===== src/rtl/csr_arb_pkg.sv =====
// Shared widths, FSM state type and helpers for the two-requester CSR arbiter.
package csr_arb_pkg;

    localparam int unsigned CSR_AW         = 8;
    localparam int unsigned CSR_DW         = 32;
    localparam int unsigned NUM_REQ        = 2;
    localparam int unsigned RD_LATENCY_MAX = 15;
    localparam int unsigned CNT_W          = $clog2(RD_LATENCY_MAX + 1);

    typedef enum logic [1:0] {
        StIdle,
        StIssue,
        StWaitRd
    } csr_arb_state_e;

    function automatic logic [NUM_REQ-1:0] idx2onehot(input logic idx);
        logic [NUM_REQ-1:0] oh;
        oh      = '0;
        oh[idx] = 1'b1;
        return oh;
    endfunction

endpackage


===== src/rtl/csr_rr_arb.sv =====
// Two-way round-robin pick: the pointer only matters on a conflict and, after each
// grant, moves to the requester that lost.
module csr_rr_arb
    import csr_arb_pkg::*;
(
    input  logic               clk,
    input  logic               reset_n,
    input  logic [NUM_REQ-1:0] i_req,
    input  logic               i_update,
    output logic [NUM_REQ-1:0] o_gnt,
    output logic               o_idx
);

    logic r_ptr;

    always_comb begin
        o_idx = 1'b0;
        if (i_req == 2'b11) begin
            o_idx = r_ptr;
        end else begin
            o_idx = i_req[1];
        end
        o_gnt = {o_idx, ~o_idx} & {NUM_REQ{|i_req}};
    end

    always_ff @(posedge clk or negedge reset_n) begin
        if (!reset_n) begin
            r_ptr <= 1'b0;
        end else if (i_update) begin
            r_ptr <= ~o_idx;
        end
    end

endmodule


===== src/rtl/csr_arbiter.sv =====
// Two-requester CSR bus arbiter: round-robin grant, one-cycle CSR strobe, read-latency wait.
// Optional feature macro CSR_ARB_WR_ACK_EN: writes also return a rsp_valid pulse.
module csr_arbiter
    import csr_arb_pkg::*;
#(
    parameter int unsigned RD_LATENCY = 1
) (
    input  logic                           clk,
    input  logic                           reset_n,
    input  logic [NUM_REQ-1:0]             req_valid,
    input  logic [NUM_REQ-1:0]             req_write,
    input  logic [NUM_REQ-1:0][CSR_AW-1:0] req_address,
    input  logic [NUM_REQ-1:0][CSR_DW-1:0] req_wr_data,
    output logic [NUM_REQ-1:0]             req_ready,
    output logic [NUM_REQ-1:0]             rsp_valid,
    output logic [CSR_DW-1:0]              rsp_rd_data,
    output logic [CSR_AW-1:0]              csr_address,
    output logic [CSR_DW-1:0]              csr_wr_data,
    output logic                           csr_write,
    output logic                           csr_read,
    input  logic [CSR_DW-1:0]              csr_rd_data
);

`ifdef CSR_ARB_WR_ACK_EN
    localparam bit WR_ACK = 1'b1;
`else
    localparam bit WR_ACK = 1'b0;
`endif

    localparam logic [CNT_W-1:0] LAT = CNT_W'(RD_LATENCY);

    csr_arb_state_e     r_state;
    csr_arb_state_e     w_state_next;
    logic [NUM_REQ-1:0] w_gnt;
    logic               w_idx;
    logic               w_hs;
    logic               r_idx;
    logic               r_op_write;
    logic [CNT_W-1:0]   r_cnt;
    logic [CSR_AW-1:0]  r_csr_address;
    logic [CSR_DW-1:0]  r_csr_wr_data;
    logic               r_csr_write;
    logic               r_csr_read;
    logic [NUM_REQ-1:0] r_rsp_valid;
    logic [CSR_DW-1:0]  r_rsp_rd_data;

    assign w_hs = (r_state == StIdle) && (|req_valid);

    csr_rr_arb u_rr_arb (
        .clk      (clk),
        .reset_n  (reset_n),
        .i_req    (req_valid),
        .i_update (w_hs),
        .o_gnt    (w_gnt),
        .o_idx    (w_idx)
    );

    always_ff @(posedge clk or negedge reset_n) begin
        if (!reset_n) begin
            r_state <= StIdle;
        end else begin
            r_state <= w_state_next;
        end
    end

    always_comb begin
        w_state_next = r_state;
        unique case (r_state)
            StIdle:   if (w_hs) w_state_next = StIssue;
            StIssue:  w_state_next = r_op_write ? StIdle : StWaitRd;
            StWaitRd: if (r_cnt == LAT) w_state_next = StIdle;
            default:  w_state_next = StIdle;
        endcase
    end

    always_comb begin
        req_ready = '0;
        if (r_state == StIdle) begin
            req_ready = w_gnt;
        end
    end

    // Address/data go straight onto the bus registers at the handshake so the strobe
    // cycle (ISSUE) already presents them; they then hold until the next transaction.
    always_ff @(posedge clk or negedge reset_n) begin
        if (!reset_n) begin
            r_idx         <= 1'b0;
            r_op_write    <= 1'b0;
            r_cnt         <= '0;
            r_csr_address <= '0;
            r_csr_wr_data <= '0;
            r_csr_write   <= 1'b0;
            r_csr_read    <= 1'b0;
            r_rsp_valid   <= '0;
            r_rsp_rd_data <= '0;
        end else begin
            r_csr_write <= 1'b0;
            r_csr_read  <= 1'b0;
            r_rsp_valid <= '0;
            unique case (r_state)
                StIdle: begin
                    if (w_hs) begin
                        r_idx         <= w_idx;
                        r_op_write    <= req_write[w_idx];
                        r_csr_address <= req_address[w_idx];
                        r_csr_wr_data <= req_wr_data[w_idx];
                        r_csr_write   <= req_write[w_idx];
                        r_csr_read    <= ~req_write[w_idx];
                    end
                end
                StIssue: begin
                    if (!r_op_write) begin
                        r_cnt <= CNT_W'(1);
                    end else if (WR_ACK) begin
                        r_rsp_valid <= idx2onehot(r_idx);
                    end
                end
                StWaitRd: begin
                    if (r_cnt == LAT) begin
                        r_cnt         <= '0;
                        r_rsp_valid   <= idx2onehot(r_idx);
                        r_rsp_rd_data <= csr_rd_data;
                    end else begin
                        r_cnt <= r_cnt + CNT_W'(1);
                    end
                end
                default: ;
            endcase
        end
    end

    assign csr_address = r_csr_address;
    assign csr_wr_data = r_csr_wr_data;
    assign csr_write   = r_csr_write;
    assign csr_read    = r_csr_read;
    assign rsp_valid   = r_rsp_valid;
    assign rsp_rd_data = r_rsp_rd_data;

endmodule


===== config.mk =====
export PLATFORM = sky130hd
export DESIGN_NAME = csr_arbiter
export DESIGN_NICKNAME = d
export VERILOG_FILES = /design/src/rtl/csr_arb_pkg.sv /design/src/rtl/csr_rr_arb.sv /design/src/rtl/csr_arbiter.sv
export SDC_FILE = /design/constraint.sdc
export NUM_CORES = 1
export LEC_CHECK = 0
export CAP_MARGIN = 0
export CORE_UTILIZATION = 40
export DETAILED_ROUTE_END_ITERATION = 10
export PLACE_DENSITY = 0.87
export SYNTH_ARGS = -nofsm -noshare
export SYNTH_HDL_FRONTEND = slang
export SYNTH_SLANG_ARGS = --single-unit

===== constraint.sdc =====
create_clock -name clk -period 2.3 [get_ports clk]
set_clock_uncertainty 0.1 [all_clocks]
set_input_delay 0.46 -clock clk [delete_from_list [all_inputs] [get_ports clk]]
set_output_delay 0.46 -clock clk [all_outputs]
set_load 0.05 [all_outputs]

Yosys cells after proc, flatten, opt, wreduce, memory -nomap -nowiden
Cells that the tools add are included.

cells by class
  add/subtract/negate cells = 1
  order comparisons = 3
  eq/ne operators = 7
  mux-type cells = 23
  bitwise gates (word level) = 3
  reductions and logical operators = 9

operators by type and width
  kind                                                                     count
  32-bit 2-to-1 mux                                                        2
  8-bit 2-to-1 mux                                                         2
  2-bit 2-to-1 mux                                                         6
  1-bit 2-to-1 mux                                                         8
  4-bit 2-to-1 mux                                                         2
  4-bit case mux with 2 select lines                                       1
  2-bit AND reduction                                                      4
  2-bit case mux with 3 select lines                                       1
  4-bit by 1-bit adder with 4-bit output, second input constant            1
  2-bit == test, second input constant                                     2
  4-bit by 1-bit == test with 1-bit output, second input constant          1
  1-bit by 2-bit < comparator with 1-bit output, second input constant     2
  2-bit inequality test, second input constant                             2
  2-bit bitwise AND                                                        1
  2-bit by 1-bit == test with 1-bit output, second input constant          1
  1-bit logical AND                                                        2
  2-bit logical NOT                                                        1
  2-bit by 1-bit inequality test with 1-bit output, second input constant  1
  1-bit NOT                                                                2
  2-bit nonzero test                                                       1
  2-bit OR reduction                                                       1
  1-bit demux with 1-bit select                                            1
  1-bit greater-or-equal comparator, second input constant                 1

word-level totals
  register bits after elaboration = 85
  output and inout bits = 78
  logic and storage cells = 57

Longest topological paths before layout
Gate-level depths: netlist (run 1).

  depth after elaboration = 7
  mapped depth = 7

Hierarchy
A second synthesis (run 1) with hierarchy kept.

unflattened totals
  cells, all modules = 252
  area, all modules = 4082.7 sq um

modules (own cells, without submodules)
  module       times used  cells an instance  area each (sq um)  seq. area each (sq um)
  csr_arbiter  1           245                3998.8             2102.0
  csr_rr_arb   1           7                  83.8               25.0

Worst setup path before layout (run 1)
No wires, ideal clock.

  kind = input-to-output
  from = input req_valid[0]
  to = output req_ready[1]
  arrival = 1869 ps
  setup slack = -129 ps
  cell stages on the path = 3
  cell sequence = nor2b_1 -> clkbuf_1 -> nor3_1

between the ends
  word-level cells in the longest chain between the ends = 4

RTL lines
  what                   RTL line           text
  start, declared        csr_arbiter.sv:10  input logic [NUM_REQ-1:0] req_valid,
  2-bit == test          csr_rr_arb.sv:18   if (i_req == 2'b11) begin
  1-bit 2-to-1 mux       csr_rr_arb.sv:18
  2-bit bitwise AND (*)  csr_rr_arb.sv:23   o_gnt = {o_idx, ~o_idx} & {NUM_REQ{|i_req}};
  2-bit 2-to-1 mux (*)   csr_arbiter.sv:78  if (r_state == StIdle) begin
  end, declared          csr_arbiter.sv:14  output logic [NUM_REQ-1:0] req_ready,

Mark *: on every way between the ends. The rest lies on a longest branch, timed or not.

Worst setup path in the final report (run 1)
  from = input req_valid[1]
  to = output req_ready[1]

The elaborated chain is that of the path after synthesis.

==> metrics.cfg, run 1 <==
[status]
result_of_the_run = completed

[synthesis]
ys.warnings.count = 0
netlist_area_before_placement_sq_um = 3737
async_flop_share_pct = 100.0
ffs_latches_synth = 85
syn-instance-count = 319
synth_area_leaders = dfrtp_1, mux2_1, a31oi_1
synth_most_common_cell = dfrtp_1
synth-main-ff-cell = dfrtp_1
post-synth-top-area-cell = dfrtp_1
synth_top_area_share_pct = 56.91
postSynthNetCount = 439
synth_edf_count = 0
sequential_to_total_area_share_from_yosys_stat_pct = 56.91
most_frequent_cells_after_synthesis = dfrtp_1, mux2_1, a21oi_1, nand3_1, o21ai_0
ys_types = 34
synth.avg_cell_area_sq_um = 11.72

[timing]
max_freq_mhz = 451.2
finalHoldViolations = 0
finalMaxSlewViolations = 0
period_needed_ns = 2.216
setup_viol = 0
unrepaired_setup_endpoints_after_global_routing = no
timing.max_slew.rel_slack_pct = 60.04
tightest_slew_ns = 0.5993
totalNegativeSetupSlack_ns = 0
min_period_over_period_pct = 96.36

[power_and_ir_drop]
clock_power_share_pct = 11.3
power.internal_uw = 4705
combPwrFrac_pct = 60.2
p_per_area_nw_per_um2 = 1543
switching_share_pct = 49.30
power.sequential.fraction_pct = 28.5
sw_power_uw = 4574
vdd.ir_drop.worst_uv = 1131
fin_total_pwr_uw = 9279
static-leakage-power_uw = 0.002446

[cts]
root_buffer = clkbuf_8
cts_made_buffers = 9
worst_skew_pair_later_pin_latency_ns = 0.33
clock_tree_from_tritoncts = built
cts_max_level = 3
ctsResizeCount = 0
clkTransAtPathRegs_ns = 0.09
cts_setup_buffers = 0
cts_sinks = 85
postCtsHoldBufs = 0
clockBufferDepth = 2

[detailed_routing]
postRouteWirelength_mm = 10.85
drc = 0
dr.pass1.iters = 5
drt-wirelength-per-cell_microns = 17.44
drt_first_iter_violations = 169
met1_length_mm = 4.314
wl_met2_mm = 5.688
ant_nets = 0
highest-signal-layer = met4
met3_length_microns = 593
via_count = 3437
post_drt_via_cell_ratio = 5.526

[global_routing]
grt_first_pass_wirelength_mm = 17.27
total_grt_usage_pct = 22.68
number_of_global_route_vias_before_repair = 3604
pin_count_of_the_biggest_net_entering_global_routing = 45
initial_antenna_violation_count = 0
overflow = 0

[floorplanning]
core_region_sq_um = 8891
initial_utilization_pct = 42.03
die-height_microns = 98.66
design.die.area_sq_um = 9734
floorplan.die.width_microns = 98.66
ios = 196
fp-row-count = 34

[place]
place_hpwl_mm = 7.922
io_buffers = 195
dpl.cell_count = 606
gp_weighted_congestion = 0.7915

[worst_setup_path]
critPathKind = in -> out
crit_path_end_kind = output pin
critPathRequiredTime_ns = 1.74
critical_path.max_fanout = 6
worst_setup_path_start_kind = input pin
arrival_ns = 1.66
count_of_cells_along_the_worst_register_to_register_path = 4

[flow_run]
drv_cap = 0

[layout]
multi_input_comb_area_sq_um = 1454
seq_area_sq_um = 2127
fillers = 700
final_layout_size_suffix_gt1_share_pct = 7.588
antenna_fix_cells = 0
final-instance-count-excl-fill = 622
layout-area-overhead-vs-synth_pct = 60.90
finish.net_count = 629

[hold_path]
hp-class = in -> async

-- cells in the final DEF, fill, tap and decap left out, drive strengths merged --
cell | Yosys | layout
clkdlybuf4s50 | 0 | 192
dfrtp | 85 | 85
mux2 | 32 | 32
o21ai | 28 | 28
nand3 | 28 | 28
a21oi | 28 | 28
a31oi | 26 | 26
and4 | 15 | 15
a221o | 15 | 15
buf | 13 | 15
clkbuf | 15 | 9
inv | 4 | 6
nand2 | 4 | 4
nand2b | 3 | 3
nor2 | 3 | 3
clkinv | 0 | 3
or2 | 2 | 2
nor2b | 2 | 2
and3 | 2 | 2
o2bb2ai | 2 | 2
a21o | 2 | 2
ha | 2 | 2
a211oi | 1 | 1
and2b | 1 | 1
nor3b | 1 | 1
nor3 | 1 | 1
or3b | 1 | 1
o221ai | 1 | 1
nand3b | 1 | 1
xor2 | 1 | 1
clkinvlp | 0 | 1
bufinv | 0 | 1
-- metrics by stage --
stage | worst slack, ns | utilization, % | hold WS, ns | cell area (sq um)
after detailed placement | 0.006220 | 65.41 | 0.3820 | 5816
after CTS | 0.07198 | 67.63 | 0.03774 | 6013
after global placement | 0.09397 | 65.41 | 0.3742 | 5816
final | 0.08370 | 67.63 | 0.006174 | 6013
after floorplan | 0.3185 | - | 0.06441 | 3742
after global routing | 0.01687 | 67.63 | 0.04970 | 6013
-- cell families after synthesis --
family | share of synthesized area (%)
and+or+nand+nor | 10.71
xor gates and xnor gates | 0.2344
DFF | 56.91
buffers and inverters | 4.319
adders and majority gates | 0.6695
AOI/OAI and AO/OA | 17.51
muxes | 9.642
-- flip-flops by register name (all words and copies together) (netlist names) --
name and flops:
r_cnt 4, rsp_rd_data 32, r_idx 1, u_rr_arb.r_ptr 1
r_state 2, r_op_write 1, csr_read 1, csr_write 1
rsp_valid 2, csr_address 8, csr_wr_data 32
-- worst paths after layout --
kind,startpoint,end,slack (ns)
worst max-delay path,req_valid[1],req_ready[1],0.08
max in group asynchronous,reset_n,r_cnt[1],1.49
min in group clk,rsp_rd_data[31],rsp_rd_data[31],0.40
worst min-delay path,reset_n,rsp_rd_data[13],0.006
worst min register to register,rsp_rd_data[31],rsp_rd_data[31],0.40
worst max register to register,r_state[1],csr_wr_data[20],0.28
-- routing by layer --
| layer | track usage (%) | up-vias |
|---|---|---|
| met5 | 0 | - |
| met4 | 9.529 | 0 |
| met3 | 3.617 | 20 |
| met2 | 41.87 | 140 |
| met1 | 26.11 | 1699 |
| li1 | - | 1578 |
-- power groups by stage --
stage	clock (uW)	sequential, uW	combinational (uW)
2_1_floorplan	0	4940	1310
3_3_place_gp	0	2630	5510
3_5_place_dp	0	2670	5610
4_1_cts	1090	2650	5620
5_1_grt	1150	2740	5850
6_report	1050	2650	5590
-- critical path: stages --
cell and delay, ns:
clkdlybuf4s50_1 0.60, inv_1 0.10, nor3_2 0.31, buf_12 0.18
-- final cells by class --
| type | instances | share of cell area (%) |
|---|---|---|
| Sequential cell | 85 | 35.37 |
| Timing Repair Buffer | 207 | 34.66 |
| Multi-Input combinational cell | 202 | 24.18 |
| Tap cell | 108 | 2.247 |
| Clock buffer | 9 | 2.060 |
| Clock inverter | 7 | 1.228 |
| Inverter | 4 | 0.2497 |
(Power assumes the default switching activity.)
==> run 2, diff against run 1 <==
--- a/config.mk
+++ b/config.mk
@@ -6,9 +6,11 @@
 export NUM_CORES = 1
 export LEC_CHECK = 0
 export CAP_MARGIN = 0
-export CORE_UTILIZATION = 40
+export CORE_ASPECT_RATIO = 1.4
+export CORE_UTILIZATION = 35
 export DETAILED_ROUTE_END_ITERATION = 10
-export PLACE_DENSITY = 0.87
+export DONT_BUFFER_PORTS = 1
+export PLACE_DENSITY = 0.55
 export SYNTH_ARGS = -nofsm -noshare
 export SYNTH_HDL_FRONTEND = slang
 export SYNTH_SLANG_ARGS = --single-unit
==> metrics.cfg, run 2 (synthesized netlist as in run 1, its figures left out) <==
[cts]
cts_sinks = 85  ; unchanged
worst_skew_pair_later_pin_latency_ns = 0.33  ; about the same
cts_max_level = 3  ; unchanged
root_buffer = clkbuf_16  ; was clkbuf_8
clockBufferDepth = 2  ; unchanged
clkTransAtPathRegs_ns = 0.06  ; was 0.09 ns
ctsResizeCount = 0  ; unchanged
cts_setup_buffers = 0  ; unchanged
clock_tree_from_tritoncts = built  ; unchanged
cts_made_buffers = 9  ; unchanged

[global_routing]
pin_count_of_the_biggest_net_entering_global_routing = 86  ; was 45
total_grt_usage_pct = 15.76  ; was 22.68%
initial_antenna_violation_count = 0  ; unchanged
overflow = 0  ; unchanged
number_of_global_route_vias_before_repair = 2654  ; was 3604
grt_first_pass_wirelength_mm = 13.26  ; was 17.27 mm

[detailed_routing]
drc = 0  ; unchanged
drt-wirelength-per-cell_microns = 18.55  ; was 17.44 microns
via_count = 2602  ; was 3437
dr.pass1.iters = 4  ; was 5
postRouteWirelength_mm = 8.402  ; was 10.85 mm
ant_nets = 0  ; unchanged
post_drt_via_cell_ratio = 5.744  ; was 5.526
drt_first_iter_violations = 133  ; was 169

[timing]
timing.max_slew.rel_slack_pct = 66.23  ; was 60.04%
totalNegativeSetupSlack_ns = 0  ; unchanged
fin_worst_hold_slack_ns = -0.2779  ; was 0.006174 ns
unrepaired_setup_endpoints_after_global_routing = no  ; unchanged
finalHoldViolations = 85  ; was 0
tightest_slew_ns = 0.5066  ; was 0.5993 ns
setup_viol = 0  ; unchanged
finalMaxSlewViolations = 0  ; unchanged
max_freq_mhz = 475.0  ; was 451.2 MHz
min_period_over_period_pct = 91.54  ; was 96.36%
period_needed_ns = 2.105  ; was 2.216 ns

[flow_run]
drv_cap = 0  ; unchanged

[floorplanning]
initial_utilization_pct = 35.92  ; was 42.03%
core_region_sq_um = 10410  ; was 8891 sq um
floorplan.die.width_microns = 89.34  ; was 98.66 microns
design.die.area_sq_um = 11100  ; was 9734 sq um
ios = 196  ; unchanged
die-height_microns = 124.3  ; was 98.66 microns
fp-row-count = 44  ; was 34

[layout]
layout-area-overhead-vs-synth_pct = 9.910  ; was 60.90%
antenna_fix_cells = 0  ; unchanged
final_cell_mix = dfrtp_1, mux2_1, o21ai_0, nand3_1, a21oi_1  ; was clkdlybuf4s50_1, dfrtp_1, mux2_1
mostFrequentLayoutCell = dfrtp_1  ; was clkdlybuf4s50_1
final-instance-count-excl-fill = 453  ; was 622
finish.net_count = 431  ; was 629
fin_util_pct = 39.48  ; was 67.63%
final_layout_size_suffix_gt1_share_pct = 9.524  ; was 7.588%

[power_and_ir_drop]
vdd.ir_drop.worst_uv = 564.3  ; was 1131 uV
p_per_area_nw_per_um2 = 1911  ; was 1543 nW/um^2
static-leakage-power_uw = 0.001680  ; was 0.002446 uW

[worst_setup_path]
worst_setup_path_start_kind = register  ; was input pin
critPathKind = reg -> out  ; was in -> out
crit_path_end_kind = output pin  ; unchanged
arrival_ns = 1.55  ; was 1.66 ns
critical_path.max_fanout = 6  ; unchanged
critPathRequiredTime_ns = 1.74  ; about the same
reg2reg_setup_slack_ns = 0.53  ; was 0.28 ns

[place]
dpl.cell_count = 438  ; was 606
gp_weighted_congestion = 0.7865  ; was 0.7915
io_buffers = 0  ; was 195
place_hpwl_mm = 5.766  ; was 7.922 mm

[hold_path]
hp-class = in -> async  ; unchanged

[status]
violated_checks = hold timing
result_of_the_run = complete, but fails checks  ; was completed

## run 2: final timing paths
kind                              endpoint           start  depth (start not counted)
min reg2reg                   rsp_valid[0]           r_idx                          1
max in group asynchronous  rsp_rd_data[11]         reset_n                          0
min in group clk            rsp_rd_data[2]  csr_rd_data[2]                          1
max                           req_ready[0]      r_state[1]                          3
max reg2reg                 csr_address[4]      r_state[1]                          5
min                        rsp_rd_data[16]         reset_n                          0
## run 2: worst max-delay path: stages, from the launching register on
cell      delay [ns]
dfrtp_1         0.44
or2_1           0.30
a211oi_4        0.21
buf_4           0.26
## run 2: stage by stage
stage	worst slack [ns]	hold WS, ns	total power (uW)	area [sq um]
2_1_floorplan	0.3185	0.06441	6250	3742
3_3_place_gp	0.5751	0.06632	6597	3849
3_5_place_dp	0.5501	0.06725	6654	3849
4_1_cts	0.1866	-0.2937	7945	4108
5_1_grt	0.1218	-0.2983	8280	4108
6_report	0.1946	-0.2779	7849	4108
## run 2: metal layers
metal	routed length, microns	global-route usage [%]	vias up
li1	-	-	1192
met1	3275	18.67	1240
met2	4174	25.82	146
met3	695	4.440	24
met4	257	7.470	0
met5	0	0	-
## run 2: area by class of cell
class	instances	area [sq um]
fill	986	6297
timing repair buffer	9	80.08
inverter	4	15.01
clock buffer	11	232.7
tap	138	172.7
clock inverter	4	26.28
sequential	85	2127
multi-input combinational	202	1454
## run 2: report_power, final
part	total (uW)	switching, uW	internal [uW]
combinational	1520	822	698
sequential	5060	2880	2180
clock	1270	548	723
==> run 3, diff against run 2 <==
--- a/config.mk
+++ b/config.mk
@@ -5,12 +5,13 @@
 export SDC_FILE = /design/constraint.sdc
 export NUM_CORES = 1
 export LEC_CHECK = 0
-export CAP_MARGIN = 0
+export CAP_MARGIN = 20
 export CORE_ASPECT_RATIO = 1.4
-export CORE_UTILIZATION = 35
+export CORE_UTILIZATION = 50
 export DETAILED_ROUTE_END_ITERATION = 10
 export DONT_BUFFER_PORTS = 1
-export PLACE_DENSITY = 0.55
+export GPL_ROUTABILITY_DRIVEN = 0
+export PLACE_DENSITY = 0.71
 export SYNTH_ARGS = -nofsm -noshare
 export SYNTH_HDL_FRONTEND = slang
 export SYNTH_SLANG_ARGS = --single-unit
==> metrics.cfg, run 3 (synthesized netlist as in run 1, its figures left out) <==
[cts]
root_buffer = clkbuf_8  ; was clkbuf_16
worst_skew_pair_later_pin_latency_ns = 0.35  ; was 0.33 ns
cts_setup_buffers = 0  ; unchanged
clock_tree_from_tritoncts = built  ; unchanged
clockBufferDepth = 2  ; unchanged
cts_sinks = 85  ; unchanged
cts_made_buffers = 9  ; unchanged
cts_max_level = 3  ; unchanged
clkTransAtPathRegs_ns = 0.08  ; was 0.06 ns

[status]
violated_checks = hold timing  ; unchanged
result_of_the_run = complete, but fails checks  ; unchanged

[layout]
final_layout_size_suffix_gt1_share_pct = 10.09  ; was 9.524%
final-instance-count-excl-fill = 412  ; was 453
design_area_sq_um = 4013  ; was 4108 sq um
fillers = 633  ; was 986
layout-area-overhead-vs-synth_pct = 7.365  ; was 9.910%
finish.net_count = 432  ; was 431
multi_input_comb_area_sq_um = 1454  ; unchanged
mostFrequentLayoutCell = dfrtp_1  ; unchanged
antenna_fix_cells = 0  ; unchanged
seq_area_sq_um = 2127  ; unchanged
final_cell_mix = dfrtp_1, mux2_1, o21ai_0, nand3_1, a21oi_1  ; unchanged

[floorplanning]
initial_utilization_pct = 52.51  ; was 35.92%
floorplan.die.width_microns = 75.07  ; was 89.34 microns
design.die.area_sq_um = 7829  ; was 11100 sq um
die-height_microns = 104.3  ; was 124.3 microns
fp-row-count = 36  ; was 44
ios = 196  ; unchanged
core_region_sq_um = 7117  ; was 10410 sq um

[global_routing]
number_of_global_route_vias_before_repair = 2528  ; was 2654
pin_count_of_the_biggest_net_entering_global_routing = 86  ; unchanged
grt_first_pass_wirelength_mm = 12.63  ; was 13.26 mm
overflow = 0  ; unchanged
total_grt_usage_pct = 21.58  ; was 15.76%
initial_antenna_violation_count = 0  ; unchanged

[timing]
setup_viol = 0  ; unchanged
period_needed_ns = 2.179  ; was 2.105 ns
finalMaxSlewViolations = 0  ; unchanged
totalNegativeSetupSlack_ns = 0  ; unchanged
max_freq_mhz = 458.8  ; was 475.0 MHz
finalHoldViolations = 85  ; unchanged
timing.max_slew.rel_slack_pct = 65.35  ; was 66.23%
tightest_slew_ns = 0.5144  ; was 0.5066 ns
fin_worst_hold_slack_ns = -0.3067  ; was -0.2779 ns
unrepaired_setup_endpoints_after_global_routing = no  ; unchanged
min_period_over_period_pct = 94.76  ; was 91.54%

[power_and_ir_drop]
power.sequential.fraction_pct = 65.8  ; was 64.4%
vdd.ir_drop.worst_uv = 985.9  ; was 564.3 uV
static-leakage-power_uw = 0.001668  ; was 0.001680 uW
sw_power_uw = 4232  ; was 4252 uW
p_per_area_nw_per_um2 = 1926  ; was 1911 nW/um^2
clock_power_share_pct = 14.2  ; was 16.2%
switching_share_pct = 54.76  ; was 54.17%
power.internal_uw = 3496  ; was 3597 uW
fin_total_pwr_uw = 7728  ; was 7849 uW
combPwrFrac_pct = 20.0  ; was 19.4%

[worst_setup_path]
crit_path_end_kind = output pin  ; unchanged
critical-path-top-delay-family = flip-flops  ; unchanged
crit_path_cell_trace = or2_1 -> a211oi_4 -> buf_6  ; was or2_1 -> a211oi_4 -> buf_4
arrival_ns = 1.62  ; was 1.55 ns
worst_path_buf_inv = 1  ; unchanged
worst_setup_path_start_kind = register  ; unchanged
worst_path_largest_cell_delay_ns = 0.44  ; about the same
critical_path.max_fanout = 6  ; unchanged
critPathRequiredTime_ns = 1.74  ; about the same
critPathKind = reg -> out  ; unchanged
critPathSlowestCell = dfrtp_1  ; unchanged

[detailed_routing]
post_drt_via_cell_ratio = 6.272  ; was 5.744
postRouteWirelength_mm = 8.167  ; was 8.402 mm
highest-signal-layer = met4  ; unchanged
met3_length_microns = 675  ; was 695 microns
via_count = 2584  ; was 2602
drc = 0  ; unchanged
met1_length_mm = 3.100  ; was 3.275 mm
dr.pass1.iters = 4  ; unchanged
wl_met2_mm = 4.178  ; was 4.174 mm
drt_first_iter_violations = 129  ; was 133
ant_nets = 0  ; unchanged
drt-wirelength-per-cell_microns = 19.82  ; was 18.55 microns

[place]
dpl.cell_count = 396  ; was 438
place_hpwl_mm = 5.690  ; was 5.766 mm
io_buffers = 0  ; unchanged
placement.cell_area_sq_um = 3802  ; was 3849 sq um

[hold_path]
hp-class = in -> async  ; unchanged

[flow_run]
drv_cap = 0  ; unchanged

-- run 3: worst reg2reg max path, cell delays in order (launching register included) --
cell and delay, ns:
dfrtp_1 0.44, or2_1 0.30, a211oi_4 0.31, buf_6 0.21
buf_4 0.21, a221o_1 0.17
-- run 3: final cells by class --
class	count	area share [%]
Clock buffer	11	3.274
Sequential cell	85	53.01
Multi-Input combinational cell	202	36.23
Inverter	4	0.3742
Tap cell	95	2.962
Timing Repair Buffer	10	2.276
Clock inverter	5	1.871
-- run 3: timing repair --
action                     CTS  global route
resized for setup            0             1
hold endpoints to repair    85            85
setup endpoints to repair    0             1
-- run 3: path summary, 6_finish.rpt --
check / from / endpoint / slack, ns / depth (start not counted)
min in group clk: csr_rd_data[20] / rsp_rd_data[20] / 0.14 / 1
max in group asynchronous: reset_n / csr_wr_data[27] / 2.25 / 0
max: r_state[1] / req_ready[0] / 0.12 / 3
min reg2reg: u_rr_arb.r_ptr / u_rr_arb.r_ptr / 0.41 / 1
min: reset_n / r_cnt[2] / -0.31 / 0
max reg2reg: r_state[1] / csr_wr_data[25] / 0.49 / 5
-- run 3: power by group through the flow --
| stage | clock (uW) | sequential [uW] | combinational [uW] |
|---|---|---|---|
| after floorplan | 0 | 4940 | 1310 |
| after global routing | 1210 | 5190 | 1740 |
| after detailed placement | 0 | 5120 | 1570 |
| after global placement | 0 | 5090 | 1490 |
| final | 1100 | 5080 | 1550 |
| after CTS | 1140 | 5090 | 1560 |
-- run 3: metal layers --
layer	vias to the layer above	GRT usage (%)
met2	142	35.26
met5	-	0
met3	19	8.043
met1	1235	24.41
met4	0	9.704
li1	1188	-
-- run 3: metrics by stage --
| stage | setup WS [ns] | utilization, % |
|---|---|---|
| global placement | 0.5007 | 53.43 |
| floorplan | 0.3185 | - |
| global route | 0.03372 | 56.38 |
| detailed placement | 0.4744 | 53.43 |
| CTS | 0.06635 | 56.33 |
| finish | 0.1206 | 56.38 |
